==> src/rtl/wb_cmd_master_if.sv <==
// wb_cmd_master_if
//   Bundles the command, response and Wishbone signals of wb_cmd_master.
//   Signal names keep their block-level direction suffixes so waveforms
//   match the datasheet. The suffixes are as seen from the master.
//   master : view used by wb_cmd_master itself.
//   slave  : view used by whatever sits around it (command source, response
//            sink and Wishbone responder).
//   Ports:
//     req_*  command valid/ready channel (we, adr, dat, sel)
//     rsp_*  response valid/ready channel (dat, err)
//     wb_*   Wishbone classic initiator signals
interface wb_cmd_master_if #(
  parameter int dw = 32,
  parameter int aw = 8
);
  logic          req_valid_i;
  logic          req_ready_o;
  logic          req_we_i;
  logic [aw-1:0] req_adr_i;
  logic [dw-1:0] req_dat_i;
  logic [3:0]    req_sel_i;

  logic          rsp_valid_o;
  logic          rsp_ready_i;
  logic [dw-1:0] rsp_dat_o;
  logic          rsp_err_o;

  logic          wb_cyc_o;
  logic          wb_stb_o;
  logic          wb_we_o;
  logic [aw-1:0] wb_adr_o;
  logic [dw-1:0] wb_dat_o;
  logic [3:0]    wb_sel_o;
  logic [dw-1:0] wb_dat_i;
  logic          wb_ack_i;
  logic          wb_err_i;

  modport master (
    input  req_valid_i, req_we_i, req_adr_i, req_dat_i, req_sel_i,
    output req_ready_o,
    output rsp_valid_o, rsp_dat_o, rsp_err_o,
    input  rsp_ready_i,
    output wb_cyc_o, wb_stb_o, wb_we_o, wb_adr_o, wb_dat_o, wb_sel_o,
    input  wb_dat_i, wb_ack_i, wb_err_i
  );

  modport slave (
    output req_valid_i, req_we_i, req_adr_i, req_dat_i, req_sel_i,
    input  req_ready_o,
    input  rsp_valid_o, rsp_dat_o, rsp_err_o,
    output rsp_ready_i,
    input  wb_cyc_o, wb_stb_o, wb_we_o, wb_adr_o, wb_dat_o, wb_sel_o,
    output wb_dat_i, wb_ack_i, wb_err_i
  );
endinterface

==> src/rtl/wb_cmd_master.sv <==
// wb_cmd_master
//   Wishbone classic initiator. It takes one read or write command at a time
//   from a valid/ready channel, runs a single Wishbone bus cycle, and returns
//   the read data and status on a valid/ready response channel.
//   FSM: IDLE (accept) -> BUS (cyc/stb high) -> RESP (hold response).
//   Optional bus-cycle timeout is built when WB_CMD_MASTER_TIMEOUT_EN is
//   defined. The strobe then stays high for at most TIMEOUT cycles before the
//   cycle is aborted with an error response.
//   Ports:
//     wb_clk_i   clock
//     wb_rst_ni  asynchronous active-low reset
//     bus        wb_cmd_master_if.master (req_*, rsp_*, wb_* signals)
//     busy_o     high whenever the FSM is not in IDLE
//   Parameters: dw (32 only), aw (address width), TIMEOUT (>= 1).
module wb_cmd_master #(
  parameter int dw      = 32,
  parameter int aw      = 8,
  parameter int TIMEOUT = 255
) (
  input  logic            wb_clk_i,
  input  logic            wb_rst_ni,
  wb_cmd_master_if.master bus,
  output logic            busy_o
);

  typedef enum logic [1:0] {IDLE = 2'd0, BUS = 2'd1, RESP = 2'd2} state_e;

  typedef struct packed {
    logic          we;
    logic [aw-1:0] adr;
    logic [dw-1:0] dat;
    logic [3:0]    sel;
  } cmd_t;

  typedef struct packed {
    logic          err;
    logic [dw-1:0] dat;
  } rsp_t;

  state_e state_q, state_d;
  cmd_t   cmd_q, cmd_d;
  rsp_t   rsp_q, rsp_d;
  logic   abort;

  // A TIMEOUT below 1 is meaningless. Only the timeout build looks at it.
  if (TIMEOUT < 1) begin : g_timeout_illegal
  end

`ifdef WB_CMD_MASTER_TIMEOUT_EN
  localparam int            TW      = $clog2(TIMEOUT + 1);
  localparam logic [TW-1:0] TO_LAST = TW'(TIMEOUT - 1);

  logic [TW-1:0] cnt_q;

  // The counter is held at zero outside BUS, so it starts from zero on every
  // BUS entry. It counts BUS cycles that have no ack and no err.
  always_ff @(posedge wb_clk_i or negedge wb_rst_ni) begin
    if (!wb_rst_ni)                            cnt_q <= '0;
    else if (state_q != BUS)                   cnt_q <= '0;
    else if (!bus.wb_ack_i && !bus.wb_err_i)   cnt_q <= cnt_q + TW'(1);
  end

  // This is the last permitted strobe cycle. Ack/err still win in the FSM.
  assign abort = (cnt_q == TO_LAST);
`else
  assign abort = 1'b0;
`endif

  always_comb begin
    state_d = state_q;
    cmd_d   = cmd_q;
    rsp_d   = rsp_q;
    case (state_q)
      IDLE: begin
        if (bus.req_valid_i) begin
          cmd_d.we  = bus.req_we_i;
          cmd_d.adr = bus.req_adr_i;
          cmd_d.dat = bus.req_dat_i;
          cmd_d.sel = bus.req_sel_i;
          state_d   = BUS;
        end
      end
      BUS: begin
        // Priority is err, then ack, then timeout. Read data is returned
        // only for an acked read.
        if (bus.wb_err_i) begin
          rsp_d.err = 1'b1;
          rsp_d.dat = '0;
          state_d   = RESP;
        end else if (bus.wb_ack_i) begin
          rsp_d.err = 1'b0;
          rsp_d.dat = cmd_q.we ? '0 : bus.wb_dat_i;
          state_d   = RESP;
        end else if (abort) begin
          rsp_d.err = 1'b1;
          rsp_d.dat = '0;
          state_d   = RESP;
        end
      end
      RESP: begin
        if (bus.rsp_ready_i) state_d = IDLE;
      end
      default: state_d = IDLE;
    endcase
  end

  always_ff @(posedge wb_clk_i or negedge wb_rst_ni) begin
    if (!wb_rst_ni) begin
      state_q <= IDLE;
      cmd_q   <= '0;
      rsp_q   <= '0;
    end else begin
      state_q <= state_d;
      cmd_q   <= cmd_d;
      rsp_q   <= rsp_d;
    end
  end

  // cyc/stb are decoded from the state register. The async reset clears the
  // state, so cyc/stb drop at the moment reset is asserted.
  assign bus.wb_cyc_o    = (state_q == BUS);
  assign bus.wb_stb_o    = (state_q == BUS);
  // Address, data and control keep their last values between cycles.
  assign bus.wb_we_o     = cmd_q.we;
  assign bus.wb_adr_o    = cmd_q.adr;
  assign bus.wb_dat_o    = cmd_q.dat;
  assign bus.wb_sel_o    = cmd_q.sel;

  assign bus.req_ready_o = (state_q == IDLE);
  assign bus.rsp_valid_o = (state_q == RESP);
  assign bus.rsp_dat_o   = rsp_q.dat;
  assign bus.rsp_err_o   = rsp_q.err;
  assign busy_o          = (state_q != IDLE);

endmodule
==> src/flat_wrapper.sv <==
// flat-port wrapper written by rule: the top's interface ports become plain ports
module wb_cmd_master_flat 
#(
  parameter int dw      = 32,
  parameter int aw      = 8,
  parameter int TIMEOUT = 255
)
  (wb_clk_i, wb_rst_ni, busy_o, bus_req_valid_i, bus_req_we_i, bus_req_adr_i, bus_req_dat_i, bus_req_sel_i, bus_req_ready_o, bus_rsp_valid_o, bus_rsp_dat_o, bus_rsp_err_o, bus_rsp_ready_i, bus_wb_cyc_o, bus_wb_stb_o, bus_wb_we_o, bus_wb_adr_o, bus_wb_dat_o, bus_wb_sel_o, bus_wb_dat_i, bus_wb_ack_i, bus_wb_err_i);
  wb_cmd_master_if #(.dw(dw), .aw(aw)) bus_i ();
  input  logic wb_clk_i;
  input  logic wb_rst_ni;
  output logic busy_o;
  input wire logic [$bits(bus_i.req_valid_i)-1:0] bus_req_valid_i;
  input wire logic [$bits(bus_i.req_we_i)-1:0] bus_req_we_i;
  input wire logic [$bits(bus_i.req_adr_i)-1:0] bus_req_adr_i;
  input wire logic [$bits(bus_i.req_dat_i)-1:0] bus_req_dat_i;
  input wire logic [$bits(bus_i.req_sel_i)-1:0] bus_req_sel_i;
  output wire logic [$bits(bus_i.req_ready_o)-1:0] bus_req_ready_o;
  output wire logic [$bits(bus_i.rsp_valid_o)-1:0] bus_rsp_valid_o;
  output wire logic [$bits(bus_i.rsp_dat_o)-1:0] bus_rsp_dat_o;
  output wire logic [$bits(bus_i.rsp_err_o)-1:0] bus_rsp_err_o;
  input wire logic [$bits(bus_i.rsp_ready_i)-1:0] bus_rsp_ready_i;
  output wire logic [$bits(bus_i.wb_cyc_o)-1:0] bus_wb_cyc_o;
  output wire logic [$bits(bus_i.wb_stb_o)-1:0] bus_wb_stb_o;
  output wire logic [$bits(bus_i.wb_we_o)-1:0] bus_wb_we_o;
  output wire logic [$bits(bus_i.wb_adr_o)-1:0] bus_wb_adr_o;
  output wire logic [$bits(bus_i.wb_dat_o)-1:0] bus_wb_dat_o;
  output wire logic [$bits(bus_i.wb_sel_o)-1:0] bus_wb_sel_o;
  input wire logic [$bits(bus_i.wb_dat_i)-1:0] bus_wb_dat_i;
  input wire logic [$bits(bus_i.wb_ack_i)-1:0] bus_wb_ack_i;
  input wire logic [$bits(bus_i.wb_err_i)-1:0] bus_wb_err_i;
  assign bus_i.req_valid_i = bus_req_valid_i;
  assign bus_i.req_we_i = bus_req_we_i;
  assign bus_i.req_adr_i = bus_req_adr_i;
  assign bus_i.req_dat_i = bus_req_dat_i;
  assign bus_i.req_sel_i = bus_req_sel_i;
  assign bus_req_ready_o = bus_i.req_ready_o;
  assign bus_rsp_valid_o = bus_i.rsp_valid_o;
  assign bus_rsp_dat_o = bus_i.rsp_dat_o;
  assign bus_rsp_err_o = bus_i.rsp_err_o;
  assign bus_i.rsp_ready_i = bus_rsp_ready_i;
  assign bus_wb_cyc_o = bus_i.wb_cyc_o;
  assign bus_wb_stb_o = bus_i.wb_stb_o;
  assign bus_wb_we_o = bus_i.wb_we_o;
  assign bus_wb_adr_o = bus_i.wb_adr_o;
  assign bus_wb_dat_o = bus_i.wb_dat_o;
  assign bus_wb_sel_o = bus_i.wb_sel_o;
  assign bus_i.wb_dat_i = bus_wb_dat_i;
  assign bus_i.wb_ack_i = bus_wb_ack_i;
  assign bus_i.wb_err_i = bus_wb_err_i;
  wb_cmd_master #(.dw(dw), .aw(aw), .TIMEOUT(TIMEOUT)) u_core (.wb_clk_i(wb_clk_i), .wb_rst_ni(wb_rst_ni), .bus(bus_i), .busy_o(busy_o));
endmodule
==> config.mk <==
export PLATFORM = sky130hd
export DESIGN_NAME = wb_cmd_master_flat
export DESIGN_NICKNAME = d
export VERILOG_FILES = /design/src/rtl/wb_cmd_master_if.sv /design/src/rtl/wb_cmd_master.sv /design/src/flat_wrapper.sv
export SDC_FILE = /design/constraint.sdc
export NUM_CORES = 1
export LEC_CHECK = 0
export BUFFER_PORTS_ARGS = -buffer_cell sky130_fd_sc_hd__buf_2
export CORE_MARGIN = 3
export CORE_UTILIZATION = 46
export CTS_BUF_LIST = sky130_fd_sc_hd__clkbuf_8 sky130_fd_sc_hd__clkbuf_16
export DETAILED_ROUTE_END_ITERATION = 10
export PLACE_DENSITY = 0.81
export SYNTH_ARGS = -nofsm -noshare
export SYNTH_HDL_FRONTEND = slang
export SYNTH_SLANG_ARGS = --single-unit
==> constraint.sdc <==
create_clock -name wb_clk_i -period 1.8 [get_ports wb_clk_i]
set_input_delay 0.18 -clock wb_clk_i [delete_from_list [all_inputs] [get_ports wb_clk_i]]
set_output_delay 0.18 -clock wb_clk_i [all_outputs]
set_load 0.02 [all_outputs]
==> results of run 1 <==
layout by cell type, fill, tap and decap left out, drive strengths merged:
master,netlist,routed
and2b,1,1
mux2,45,45
buf,10,173
nor2,3,3
a21o,2,2
dfrtp,80,80
bufinv,0,3
inv,34,35
a22o,1,1
and2,1,1
clkinv,0,2
clkinvlp,0,1
dlygate4sd3,0,1
clkbuf,3,9
nand2,33,33
mux2i,32,32
nor2b,2,2
layout make-up:
cell class              instances  area, um^2
inverters                      34       127.6
repair buffers                174       935.9
clock inverters                 7       111.4
clock buffers                   9       123.9
multi-input cells             120        1170
well taps                      99       123.9
fillers                       600        2698
flip-flops and latches         80        2002
state kept, by name (all words and copies together) (netlist names):
| signal | cells |
|---|---|
| u_core.bus.rsp_dat_o | 32 |
| u_core.bus.rsp_err_o | 1 |
| u_core.bus.wb_adr_o | 8 |
| u_core.bus.wb_dat_o | 32 |
| u_core.bus.wb_sel_o | 4 |
| u_core.bus.wb_we_o | 1 |
| u_core.state_q | 2 |
stage by stage:
step           hold WS [ns]  utilization, %  instance area, um^2  worst slack, ns  cells
2_1_floorplan       -0.1156               -                 3477           0.2504    247
3_3_place_gp         0.1695           59.64                 4349           0.3548    506
3_5_place_dp         0.1870           59.64                 4349           0.2885    506
4_1_cts             0.05084           63.01                 4594           0.2709    523
5_1_grt             0.04008           63.01                 4594           0.1605    523
6_report            0.06380           63.01                 4594           0.2888    523
report_power, final:
group	internal, mW	switching [mW]	total [mW]
sequential	2.60	0.454	3.05
combinational	1.81	2.20	4.01
clock	0.912	0.623	1.54
final timing paths:
kind	start	endpoint	slack, ns	depth (start not counted)
setup reg to reg	u_core.state_q[0]	u_core.bus.wb_sel_o[0]	0.29	4
max in group asynchronous	wb_rst_ni	u_core.bus.rsp_dat_o[1]	0.83	3
min in group asynchronous	wb_rst_ni	u_core.bus.rsp_dat_o[16]	0.35	2
setup / recovery	u_core.state_q[0]	u_core.bus.wb_sel_o[0]	0.29	4
hold / removal	bus_req_adr_i[7]	u_core.bus.wb_adr_o[7]	0.06	2
hold reg to reg	u_core.bus.wb_sel_o[2]	u_core.bus.wb_sel_o[2]	0.48	1
repair_timing:
action / in CTS / in global routing
endpoints found under the hold margin: 39 / 0
endpoints found under the setup margin: 0 / 0
hold buffers: 1 / 0
routing by layer:
layer | vias up | track usage [%]
met5 | - | 0
met4 | 0 | 7.326
met3 | 11 | 3.818
met2 | 89 | 29.63
met1 | 1188 | 21.94
li1 | 1132 | -
kinds of logic (layout without fill, tap and decap cells):
| kind of cell | count (synthesis) | in the layout | share of synthesized area (%) |
|---|---|---|---|
| buffers and inverters | 47 | 224 | 8.888 |
| flip-flops | 80 | 80 | 57.57 |
| AND/OR/NAND/NOR | 40 | 40 | 4.858 |
| AO/OA/AOI/OAI | 3 | 3 | 0.6836 |
| multiplexers | 77 | 77 | 28.00 |
==> results.toml, run 1 <==
[detailed_routing]
drt_iter0_markers = 71
routed.top_layer = "met4"
avgRoutedWirePerCell_um = 14.31
drc_errors = 0
ant_nets = 0
dr_wl_met2_mm = 3.831
wl_mm = 7.483
wl_met3_um = 454
num_vias = 2420
met1_length_mm = 3.073
first_pass_iters = 4
vias_per_cell = 4.627

[critical_path]
worstSetupPathType = "reg -> reg"
path_cells = "nor2_2, and2_4, buf_12, mux2_1"
crit_buf_inv = 1
cp.arrival_ns = 1.72
cp-end-kind = "register"
cp_slowest_cell = "dfrtp_1"
crit_fanout = 22
critical_path.top_delay_family = "flip-flops"
max_stage_delay_ns = 0.40
cp_data_required_time_ns = 2.01
start_kind = "register"

[synthesis]
syn_area_per_cell_um2 = 14.08
synth.area.top_cells = "dfrtp_1 58%, mux2_4 17%, mux2i_1 9.2%"
synth_most_common_cell = "dfrtp_1"
yosys_warnings = 0
synthArstFlopShare_pct = 100.0
yosysTopAreaCell = "dfrtp_1"
ys.flop_type = "dfrtp_1"
yosys-top-cells-count = "80 x dfrtp_1, 39 x mux2_4, 34 x inv_1"
netlist_instances = 247
synth.ff_latch_count = 80
synth-edff-count = 0
syn_nets = 330
netlist_area_um2 = 3477
synth_top_area_share_pct = 57.57
seq_area_frac_synth_pct = 57.57
synth_cell_types = 18

[global_route]
antenna_found_initial = 0
grt_pass1_vias = 2477
grt_usage_pct = 17.61
grt-ovfl-total = 0
grt_max_degree = 42
grt_pass1_wl_mm = 11.81

[cells_and_area]
drive_gt1_share_pct = 54.72
n_antenna_cell = 0
syn2layout_area_growth_pct = 32.13
nNetsFinal = 502

[clock_network]
numClockSinks = 80
cts.repair.resized = 0
htree_levels = 3
cts_buffers = 9
cts_setup_buffers = 0
cts_tree = "yes"
clk_latency_ns = 0.34
cts_buffer_depth = 2
clockRootBuffer = "clkbuf_8"
path_clk_slew_ns = 0.08

[power]
ir_worst_vdd_uv = 939.7
leakage_nw = 2.436
power_mw = 8.600
powerDensity_nw_per_um2 = 1872

[sta]
tightest_slew_ns = 0.5135
slew_headroom_pct = 65.77
clock.fmax_ghz = 0.6617
min_period_ns = 1.511
hold_violations = 0
finalSetupViolCount = 0
period_share_pct = 83.96
drv_slew = 0
final.setup.tns_ns = 0
rsz0062_at_grt = "false"
skew_ns = 0.007175

[place]
dp_hpwl_mm = 5.694
place.gp.congestion = 0.7395
io_buffer_count = 165

[floorplan]
fp.dieW_um = 92.94
fp.dieH_um = 92.94
design.die.area_um2 = 8638
ioPinCount = 166
num_rows = 31
core_area_um2 = 7292
start_util_pct = 47.68

[run]
cap_viol_max_count = 0

[min_path]
min_path_type = "in -> reg"

[status]
outcome = "complete, no violations"
No activity file was read; power rests on OpenSTA's default activity.
==> inputs of run 2 (changes only) <==
Settings changed: ABC_AREA set to 1, PLACE_DENSITY 0.81 to 0.8.
Clock period 1.8 ns to 1.5 ns, I/O delays scaled along.
==> run 2 against run 1 <==
  * Total power is 20% higher
  * Sequential share of layout area is 0.52 points lower
  * Largest power group unchanged
  * Die area increased by 0.51%
==> results.toml, run 2 <==
[status]
outcome = "complete, no violations"

[sta]
rsz0062_at_grt = "false"
skew_ns = 0.01155
slew_headroom_pct = 70.93
tightest_slew_ns = 0.4360
drv_slew = 0
final.setup.tns_ns = 0
min_period_ns = 1.380
clock.fmax_ghz = 0.7246
finalSetupViolCount = 0
hold_violations = 0
period_share_pct = 92.01

[clock_network]
numClockSinks = 80
htree_levels = 3
clk_latency_ns = 0.34
cts_tree = "yes"
path_clk_slew_ns = 0.08
cts_buffers = 9
clockRootBuffer = "clkbuf_8"
cts_buffer_depth = 2

[critical_path]
timing.reg2reg.setup_slack_ns = 0.15
reg2reg_depth = 6
cp-end-kind = "output pin"
start_kind = "register"
worstSetupPathType = "reg -> out"
crit_fanout = 4
cp.arrival_ns = 1.23
r2r-start = "u_core.state_q[0]"
r2r-end = "u_core.bus.wb_dat_o[2]"
cp_data_required_time_ns = 1.35

[power]
ir_worst_vdd_uv = 1283
powerDensity_nw_per_um2 = 2223
switchingPower_mw = 4.518
power_frac_clock_pct = 15.8
power_frac_seq_pct = 35.8
swShare_pct = 43.66
power_mw = 10.35
p_int_mw = 5.831
leakage_nw = 2.814
power_frac_comb_pct = 48.4

[place]
dp_hpwl_mm = 6.146
place.gp.congestion = 0.7397
dp.cells = 669
placed_cell_area_um2 = 4342
io_buffer_count = 165

[synthesis]
synth.area.top_cells = "dfrtp_1 57%, nand2_1 24%, nand3_1 6.4%"
seq_area_frac_synth_pct = 57.27
netlist_area_um2 = 3496
yosysTopAreaCell = "dfrtp_1"
yosys-top-cells-count = "221 x nand2_1, 80 x dfrtp_1, 45 x nand3_1"
ys.flop_type = "dfrtp_1"
yosys_warnings = 0
synth-edff-count = 0
syn_area_per_cell_um2 = 8.245
netlist_instances = 424
synth_top_area_share_pct = 57.27
synth_most_common_cell = "nand2_1"
syn_nets = 507
synth.ff_latch_count = 80
synthArstFlopShare_pct = 100.0
synth_cell_types = 15

[global_route]
grt_pass1_wl_mm = 14.68
grt_usage_pct = 21.28
grt-ovfl-total = 0
grt_pass1_vias = 3064
grt_max_degree = 81
antenna_found_initial = 0

[min_path]
hold_end = "u_core.bus.wb_dat_o[23]"
min_path_cells = 3
min_path_type = "in -> reg"
hold_start = "bus_req_dat_i[23]"

[detailed_routing]
avgRoutedWirePerCell_um = 13.18
first_pass_iters = 4
num_vias = 3338
wl_mm = 9.109
vias_per_cell = 4.831
ant_nets = 0
drt_iter0_markers = 156
drc_errors = 0

[cells_and_area]
layout_commonest_cell = "nand2_1"
n_antenna_cell = 0
final-seq-area_um2 = 2004
nNetsFinal = 673
drive_gt1_share_pct = 34.46
multi_input_area_um2 = 1256
syn2layout_area_growth_pct = 33.18
stdcell_area_um2 = 4656
fillers = 631
final_cell_mix = "221 x nand2_1, 164 x buf_2, 78 x dfrtp_1"
layout.cells.non_filler = 691

[floorplan]
num_rows = 31
design.die.area_um2 = 8682
ioPinCount = 166
fp.dieH_um = 93.18
core_area_um2 = 7331
fp.dieW_um = 93.18
start_util_pct = 47.69

[run]
cap_viol_max_count = 0
-- run 2: changes by cell type in the layout (fill, tap and decap cells not counted), sizes merged, moves of 2 or more --
cell / before / now
mux2i: 32 / 0
mux2: 45 / 0
nand2: 33 / 225
inv: 35 / 7
nand3: 0 / 45
nor2b: 2 / 0
o21ai: 0 / 2
buf: 173 / 179
nor2: 3 / 37
a21o: 2 / 0
-- run 2: worst max path at each step --
stage,from,to,slack (ns)
6_report,u_core.state_q[0],busy_o,0.12
5_1_grt,u_core.state_q[0],u_core.bus.wb_dat_o[21],0.04
4_1_cts,u_core.state_q[1],busy_o,0.01
3_5_place_dp,u_core.state_q[0],u_core.bus.wb_dat_o[2],0.25
3_3_place_gp,u_core.state_q[0],u_core.bus.wb_dat_o[23],0.31
2_1_floorplan,u_core.state_q[0],u_core.bus.rsp_dat_o[13],0.36
-- run 2: worst max-delay path, cell delays in order, from the launching register on --
cell and delay, ns:
dfrtp_2 0.44, nor2_4 0.16, buf_12 0.12, inv_1 0.03, buf_2 0.14
-- run 2: per-stage QoR --
step                utilization (%)  hold slack, ns  setup WS [ns]
finish                        63.51         0.03571         0.1199
global placement              59.23          0.2051         0.3092
CTS                           62.74         0.02068        0.01423
global route                  63.51         0.03172        0.03638
floorplan                         -         -0.1456         0.3596
detailed placement            59.23          0.2115         0.2473
-- run 2: final cells by class --
cell class,count,area share [%]
clock inverters,4,1.559
flip-flops and latches,80,43.05
well taps,99,2.661
multi-input cells,309,26.98
clock buffers,9,2.661
repair buffers,183,22.52
inverters,7,0.5644
-- run 2: routing by layer --
metal  GRT usage [%]  routed length [um]  vias up
met3           5.310                 912       11
met5               0                   0        -
met4           7.448                 130        0
met1           27.53                3743     1534
li1                -                   -     1621
met2           34.91                4323      172
-- run 2: timing repair --
item,in CTS,in global routing
resized for setup,1,1
hold endpoints to repair,81,0
pin swaps,1,1
gates cloned,1,1
setup endpoints to repair,2,3
buffers inserted,1,4
hold buffers,2,0
-- run 2: logic make-up after synthesis --
kind of cell	share of synthesized area [%]
buffers and inverters	6.800
AO/OA/AOI/OAI	0.2863
AND/OR/NAND/NOR	35.65
flip-flops	57.27
-- run 2: power groups by stage --
stage | Sequential [mW] | Clock, mW | Combinational (mW)
4_1_cts | 3.70 | 1.67 | 4.87
5_1_grt | 3.82 | 1.78 | 5.49
6_report | 3.71 | 1.63 | 5.01
3_5_place_dp | 3.71 | 0 | 4.70
2_1_floorplan | 4.89 | 0 | 1.99
3_3_place_gp | 3.71 | 0 | 4.58
==> inputs of run 3 (changes only) <==
Settings changed: BUFFER_PORTS_ARGS -buffer_cell sky130_fd_sc_hd__buf_2 to -buffer_cell sky130_fd_sc_hd__clkbuf_2, CTS_BUF_LIST sky130_fd_sc_hd__clkbuf_8 sky130_fd_sc_hd__clkbuf_16 to unset, CTS_CLUSTER_DIAMETER set to 80.
==> run 3 against run 2 <==
  * Clock skew down 0.0076 ns
  * Fmax down 1.0%
  * Combinational power about the same
==> results.toml, run 3 (synthesized netlist as in run 2, its figures left out) <==
[status]
outcome = "complete, no violations"

[clock_network]
clockRootBuffer = "clkbuf_8"
clk_latency_ns = 0.34
htree_levels = 3
numClockSinks = 80
path_clk_slew_ns = 0.08
cts_tree = "yes"
cts_buffer_depth = 2
cts_buffers = 9

[detailed_routing]
first_pass_iters = 4
avgRoutedWirePerCell_um = 12.96
wl_mm = 8.981
drt_iter0_markers = 90
num_vias = 3273
ant_nets = 0
vias_per_cell = 4.723
drc_errors = 0

[critical_path]
max_stage_delay_ns = 0.45
crit_fanout = 4
cp_data_required_time_ns = 1.35
cp.arrival_ns = 1.24
crit_buf_inv = 3
critical_path.top_delay_family = "flip-flops"
cp-end-kind = "output pin"
cp_slowest_cell = "dfrtp_2"
path_cells = "nor2_4, buf_12, inv_1, clkbuf_2"
start_kind = "register"
worstSetupPathType = "reg -> out"

[floorplan]
fp.dieH_um = 93.18
fp.dieW_um = 93.18
core_area_um2 = 7331
num_rows = 31
design.die.area_um2 = 8682
ioPinCount = 166
start_util_pct = 47.69

[sta]
slew_headroom_pct = 71.12
hold_violations = 0
final.setup.tns_ns = 0
clock.fmax_ghz = 0.7170
skew_ns = 0.003949
rsz0062_at_grt = "false"
finalSetupViolCount = 0
drv_slew = 0
min_period_ns = 1.395
period_share_pct = 92.98
tightest_slew_ns = 0.4332
setup_ws_ns = 0.1053

[power]
power_frac_clock_pct = 16.3
swShare_pct = 43.99
power_mw = 10.42
leakage_nw = 2.808
switchingPower_mw = 4.584
power_frac_seq_pct = 35.8
powerDensity_nw_per_um2 = 2235
p_int_mw = 5.837
power_frac_comb_pct = 47.8
ir_worst_vdd_uv = 1193

[min_path]
min_path_type = "in -> reg"

[global_route]
grt_max_degree = 81
grt-ovfl-total = 0
antenna_found_initial = 0
grt_pass1_wl_mm = 14.63
grt_usage_pct = 21.44
grt_pass1_vias = 3031

[place]
dp_hpwl_mm = 6.066
place_ws_ns = 0.2514
place.gp.congestion = 0.7370
dp.cells = 669
io_buffer_count = 165

[cells_and_area]
layout.cells.non_filler = 693
drive_gt1_share_pct = 34.51
syn2layout_area_growth_pct = 33.36
final_cell_mix = "221 x nand2_1, 164 x clkbuf_2, 78 x dfrtp_1"
nNetsFinal = 672
n_antenna_cell = 0
final_util_pct = 63.59
layout_commonest_cell = "nand2_1"

[run]
cap_viol_max_count = 0
[run 3: power by group through the flow]
| stage | combinational (mW) | sequential [mW] | clock [mW] |
|---|---|---|---|
| 4_1_cts | 4.85 | 3.73 | 1.74 |
| 3_5_place_dp | 4.67 | 3.74 | 0 |
| 6_report | 4.98 | 3.74 | 1.70 |
| 5_1_grt | 5.48 | 3.85 | 1.87 |
| 3_3_place_gp | 4.56 | 3.75 | 0 |
| 2_1_floorplan | 1.99 | 4.89 | 0 |
[run 3: layout make-up]
type / instances / area [um^2]
clock inverters: 5 / 81.33
flip-flops and latches: 80 / 2004
repair buffers: 182 / 1039
inverters: 7 / 26.28
clock buffers: 11 / 131.4
fillers: 661 / 2669
well taps: 99 / 123.9
multi-input cells: 309 / 1256
[run 3: layer usage]
metal  track usage [%]  vias to the layer above  part of all wire [%]
met5                 0                        -                     0
met4             6.227                        0                   1.1
met3             5.873                        8                   8.8
met2             33.77                      135                    46
met1             29.20                     1503                    44
li1                  -                     1627                     -
[run 3: through the flow]
step                      instance area, um^2  hold WS [ns]
after floorplan                          3496       -0.1456
after global placement                   4342        0.2078
after detailed placement                 4342        0.2130
after CTS                                4604       0.01079
after global routing                     4662       0.01039
final                                    4662       0.01930
[run 3: path summary, 6_finish.rpt]
check	depth (start not counted)	slack [ns]	endpoint	from
min reg2reg	2	0.47	u_core.bus.wb_dat_o[0]	u_core.bus.wb_dat_o[0]
max in group asynchronous	3	0.78	u_core.state_q[1]	wb_rst_ni
min	2	0.02	u_core.state_q[1]	bus_rsp_ready_i
max	4	0.11	busy_o	u_core.state_q[0]
max reg2reg	6	0.15	u_core.bus.wb_dat_o[22]	u_core.state_q[0]
min in group asynchronous	3	0.36	u_core.bus.rsp_dat_o[24]	wb_rst_ni
[run 3: timing repair]
| item | in CTS | in global routing |
|---|---|---|
| endpoints found under the setup margin | 2 | 2 |
| buffers inserted | 1 | 4 |
| resized for setup | 0 | 2 |
| cloned | 1 | 1 |
| hold buffers | 1 | 0 |
| pin swaps | 1 | 1 |
| endpoints found under the hold margin | 80 | 0 |
